--- config.mk ---
export PLATFORM = sky130hd
export DESIGN_NAME = shift_reg_univ_flat
export DESIGN_NICKNAME = d
export VERILOG_FILES = /design/src/rtl/shift_reg_univ_if.sv /design/src/rtl/shift_reg_univ.sv /design/src/flat_wrapper.sv
export SDC_FILE = /design/constraint.sdc
export NUM_CORES = 1
export LEC_CHECK = 0
export CORE_MARGIN = 2
export CORE_UTILIZATION = 25
export DETAILED_ROUTE_END_ITERATION = 12
export MAX_ROUTING_LAYER = met4
export PLACE_DENSITY_LB_ADDON = 0.12
export SLEW_MARGIN = 20
export SYNTH_ARGS = -nofsm -noshare
export SYNTH_HDL_FRONTEND = slang
export SYNTH_SLANG_ARGS = --single-unit
--- constraint.sdc ---
create_clock -name C -period 1.3 [get_ports C]
set_clock_uncertainty 0.1 [all_clocks]
set_input_delay 0.13 -clock C [delete_from_list [all_inputs] [get_ports C]]
set_output_delay 0.13 -clock C [all_outputs]
set_load 0.03 [all_outputs]
--- src/rtl/shift_reg_univ_if.sv ---
// Mode/data/status bundle for the universal shift register.
// The controller drives the mode and data lines; the register returns its contents and the flags derived from them.
interface shift_reg_univ_if #(
    parameter int unsigned N = 4
);
    logic [2:0]   M;
    logic         DF;
    logic         DB;
    logic [N-1:0] P;
    logic [N-1:0] Q;
    logic [N-1:0] NQ;
    logic         SOF;
    logic         SOB;
    logic         Z;

    modport master (
        output M, DF, DB, P,
        input  Q, NQ, SOF, SOB, Z
    );

    modport slave (
        input  M, DF, DB, P,
        output Q, NQ, SOF, SOB, Z
    );
endinterface

--- src/rtl/shift_reg_univ.sv ---
// N-bit universal shift register. A 3-bit mode code selects one of these operations:
// hold, forward or backward shift, parallel load, forward or backward rotate, or synchronous clear.
// R is an asynchronous clear. Q[0] is stage 0, and forward shifts move data toward Q[N-1].
module shift_reg_univ #(
    parameter int unsigned N = 4
) (
    input logic              C,
    input logic              R,
    shift_reg_univ_if.slave  bus
);
    typedef enum logic [2:0] {
        MODE_HOLD  = 3'b000,
        MODE_FWD   = 3'b001,
        MODE_BWD   = 3'b010,
        MODE_LOAD  = 3'b011,
        MODE_ROTF  = 3'b100,
        MODE_ROTB  = 3'b101,
        MODE_CLEAR = 3'b110,
        MODE_RSVD  = 3'b111
    } mode_e;

    mode_e        mode;
    logic [N-1:0] q;
    logic [N-1:0] q_next;

    assign mode = mode_e'(bus.M);

    // Next contents, computed entirely from the pre-edge value of q so every stage moves together.
    always_comb begin
        q_next = q;
        case (mode)
            MODE_FWD:   q_next = {q[N-2:0], bus.DF};
            MODE_BWD:   q_next = {bus.DB, q[N-1:1]};
            MODE_LOAD:  q_next = bus.P;
            MODE_ROTF:  q_next = {q[N-2:0], q[N-1]};
            MODE_ROTB:  q_next = {q[0], q[N-1:1]};
            MODE_CLEAR: q_next = '0;
            default:    q_next = q;
        endcase
    end

    // Storage stages. R clears them at once and overrides any clock edge while it is high.
    always_ff @(posedge C or posedge R) begin
        if (R) begin
            q <= '0;
        end else begin
            q <= q_next;
        end
    end

    assign bus.Q   = q;
    assign bus.NQ  = ~q;
    assign bus.SOF = q[N-1];
    assign bus.SOB = q[0];
    assign bus.Z   = (q == '0);
endmodule

--- src/flat_wrapper.sv ---
// flat-port wrapper written by rule: the top's interface ports become plain ports
module shift_reg_univ_flat 
#(
    parameter int unsigned N = 4
)
  (C, R, bus_M, bus_DF, bus_DB, bus_P, bus_Q, bus_NQ, bus_SOF, bus_SOB, bus_Z);
  shift_reg_univ_if #(.N(N)) bus_i ();
  input logic C;
  input logic R;
  input wire logic [$bits(bus_i.M)-1:0] bus_M;
  input wire logic [$bits(bus_i.DF)-1:0] bus_DF;
  input wire logic [$bits(bus_i.DB)-1:0] bus_DB;
  input wire logic [$bits(bus_i.P)-1:0] bus_P;
  output wire logic [$bits(bus_i.Q)-1:0] bus_Q;
  output wire logic [$bits(bus_i.NQ)-1:0] bus_NQ;
  output wire logic [$bits(bus_i.SOF)-1:0] bus_SOF;
  output wire logic [$bits(bus_i.SOB)-1:0] bus_SOB;
  output wire logic [$bits(bus_i.Z)-1:0] bus_Z;
  assign bus_i.M = bus_M;
  assign bus_i.DF = bus_DF;
  assign bus_i.DB = bus_DB;
  assign bus_i.P = bus_P;
  assign bus_Q = bus_i.Q;
  assign bus_NQ = bus_i.NQ;
  assign bus_SOF = bus_i.SOF;
  assign bus_SOB = bus_i.SOB;
  assign bus_Z = bus_i.Z;
  shift_reg_univ #(.N(N)) u_core (.C(C), .R(R), .bus(bus_i));
endmodule
Word level (Yosys, flattened, before mapping)
Index checks and enable logic that the tools add are counted.
- register bits after elaboration: 4
- input port bits: 11
- output and inout port bits: 11
- logic and storage cells: 11
- eq/ne operators: 6
- mux-type cells: 1
- bitwise gates (word level): 1
- reductions and logical operators: 2
- operators with widths (kind ; number):
    4-bit one-hot mux with 6 select lines ; 1
    3-bit equality test (second input constant) ; 3
    3-bit by 2-bit equality test with 1-bit output (second input constant) ; 2
    6-bit nonzero test ; 1
    4-bit zero test ; 1
    4-bit NOT ; 1
    3-bit by 1-bit equality test with 1-bit output (second input constant) ; 1

Logic depth before layout (Yosys ltp)
- depth after elaboration: 2
- gate-level depth with buffers: 4
- gate-level depth less buffers: 3

Worst setup path before layout
Ideal clock, no wire load.
- path kind: register to output
- from: reg u_core.q[3], in the netlist u_core.bus.Q[3]
- to: out bus_Z
- arrival: 1.558 ns
- required time: 1.070 ns
- setup slack: -0.488 ns
- stages on the path, launching flop included: 2
- buffers on the path: 0
- cell sequence: dfrtp_1 > nor4_1
- cells in the longest elaborated chain, start to end: 1
- RTL lines (element ; RTL line ; RTL):
    from (decl) ; shift_reg_univ.sv:23 ; logic [N-1:0] q;
    from (signal assigned) ; shift_reg_univ.sv:47 ; q <= q_next;
    4-bit zero test ; shift_reg_univ.sv:55 ; assign bus.Z = (q == '0);
    to (decl) ; flat_wrapper.sv:18 ; output wire logic [$bits(bus_i.Z)-1:0] bus_Z;
No other way between the ends.

Final worst setup path
- from: reg u_core.q[2], in the netlist u_core.bus.Q[2]
- to: out bus_Z
Same word-level chain as after synthesis.

==> flow_summary.ini <==
[grt]
grt_pass1_wl_um = 1520
grt_pass1_vias = 390
grt_max_degree = 10
track_usage = 0.111
grt-ovfl-total = 0
antenna_found_initial = 0

[setup_path]
worst_path_dominant_cell_family = flip-flops
worstSetupEndpointType = primary output
critPathLaunchType = flop
cp.arrival_ps = 1130
max_stage_delay_ps = 400
path_max_fanout = 2
cp_cell_sequence = buf_6, nor4_2, buf_4
cp.depth = 3
required_ps = 1070
rrSetupSlack_ps = 20
slowest_stage = dfrtp_2
crit_type = flop to primary output
r2r-end = u_core.bus.Q[2]
critical_path.endpoint = bus_Z
critical_path_buf_inv_count = 2
reg2reg_from = u_core.bus.Q[2]
rr_worst_depth = 4
startpoint = u_core.bus.Q[2]

[place]
dp_hpwl_um = 752
place_congestion = 0.759
place_area_um2 = 619
portBuffers = 21
place_ws_ps = -240

[pwr]
ir_drop_uv = 359
power.leakage_nw = 0.337
pwr_density_cell_nw_per_um2 = 1010

[timing]
relSlewSlack = 0.824
finalWorstSetupSlack_ps = -62.0
drv_slew = 0
setup_tns_ps = -62.0
period_needed_ps = 1360
rsz0062_at_grt = yes
worstMarginPinSlew_ps = 263
setup_violations = 1
hold_violations = 0
fin_crit_sh = 1.05
max_freq_ghz = 0.734
fin_hold_ws_ps = 213

[finish]
regArea_um2 = 103
final_common_cell = buf_4
nets = 88
multiInputGateArea_um2 = 243
final_cell_mix = 17 x buf_4, 7 x clkdlybuf4s50_1, 6 x o21ai_0, 6 x inv_1, 4 x nand3_1
drive_gt1_frac = 0.461
largest_reg_flops = 4
syn_to_final_growth_pct = 74.4
diodes = 0
fin_area_um2 = 689
nFillCells = 155

[die]
ioPinCount = 22
die_area_um2 = 1920
dieWidth_um = 43.8
fp-row-count = 14
coreArea_um2 = 1490
die_y_um = 43.8
start_util = 0.266

[route]
routed-via-count = 456
drc = 0
dr.pass1.iters = 4
wirelength_um = 968
wl_per_cell_um = 10.5
drtIter0Drc = 4
drtAntennaViolNets = 0
viasPerCell = 4.96

[min_path]
worstHoldPathCells = 3
hold_start = bus_M[1]
min_path_type = primary input to flop

[cts]
cts_tree = done
clk_pin_slew_worst_paths_ps = 40
cts_sinks = 4
cts_made_buffers = 3
h-tree-depth = 1
cts-root-buf = clkbuf_4
clk-insertion-delay-late_ps = 240
clock_path_buffers = 2

[outcome]
outcome = finished with violations
violations = negative setup slack

[logic_synthesis]
synth_area_leaders = dfrtp_1 25%, o21ai_0 7.6%, inv_1 6.6%
synth.net_count = 58
yosys_warnings = 0
synth.area.mux_share = 0.0570
postSynthCellCount = 47
synthAdderAreaFrac = 0
synth.top_cell.area_share = 0.253
synth.distinct_cells = 21
synth_compound_area_frac = 0.165
synth-seq-cells = 4
synthSimpleGateAreaFrac = 0.310
synth_seq_area_share = 0.253
syn-cell-area_um2 = 395
yosysTopAreaCell = dfrtp_1
syn_area_per_cell_um2 = 8.41
synth_top_family_by_area = simple AND/OR/NAND/NOR gates
synthXorXnorAreaFrac = 0.0411

[flow_run]
maxCapViolCount = 0
## area by class of cell
class                   count  area share
repair buffers             30       0.388
flip-flops and latches      4       0.149
inverters                   7      0.0436
clock buffers               4      0.0381
well taps                  16      0.0290
multi-input cells          31       0.352
## worst min-delay path by stage
stage / to
4_1_cts: u_core.bus.Q[1]
3_5_place_dp: u_core.bus.Q[3]
3_3_place_gp: u_core.bus.Q[0]
5_1_grt: u_core.bus.Q[1]
6_report: u_core.bus.Q[1]
2_1_floorplan: u_core.bus.Q[0]
## through the flow
step | instances | power [W] | utilization
floorplan | 47 | 0.000376 | -
global placement | 86 | 0.000515 | 0.416
detailed placement | 86 | 0.000514 | 0.416
CTS | 92 | 0.000706 | 0.452
global route | 92 | 0.000741 | 0.463
finish | 92 | 0.000695 | 0.463
## per-layer routing
metal  share of wire  GRT usage  routed length, um
met1            0.42      0.114                405
met2            0.48      0.185                464
met3            0.10     0.0375                 98
met5               0          -                  0
met4               0     0.0545                  0
## Yosys cell counts, drive strengths merged
master,instances
o21ai,6
xor2,1
a31oi,3
nor3,1
buf,5
a211oi,1
nor3b,2
nand3,4
dfrtp,4
nand2,1
and3,1
inv,7
o31a,1
and4bb,2
mux2,2
nor4,1
and3b,3
nand4,2
## kinds of logic after synthesis
| logic type | after synthesis |
|---|---|
| flops | 4 |
| simple gates | 17 |
| mux | 2 |
| xor+xnor | 1 |
| compound gates | 11 |
| buf+inv | 12 |
## report_power, final
part | internal (W) | switching [W]
combinational | 0.000163 | 0.000195
clock | 0.000115 | 0.0000525
sequential | 0.000145 | 0.0000252
## what timing repair did
action,4_1_cts,5_1_grt
resized for setup,3,5
endpoints found under the hold margin,4,0
pin swaps,1,0
endpoints found under the setup margin,1,5
setup buffers,1,0
hold buffers,1,0
## worst register-to-register path, stage by stage, from the launching register on
cell	delay, ps
dfrtp_2	400
buf_4	160
mux2_2	270
a211oi_2	180
a31oi_1	60
No activity file was read; power rests on OpenSTA's default activity.
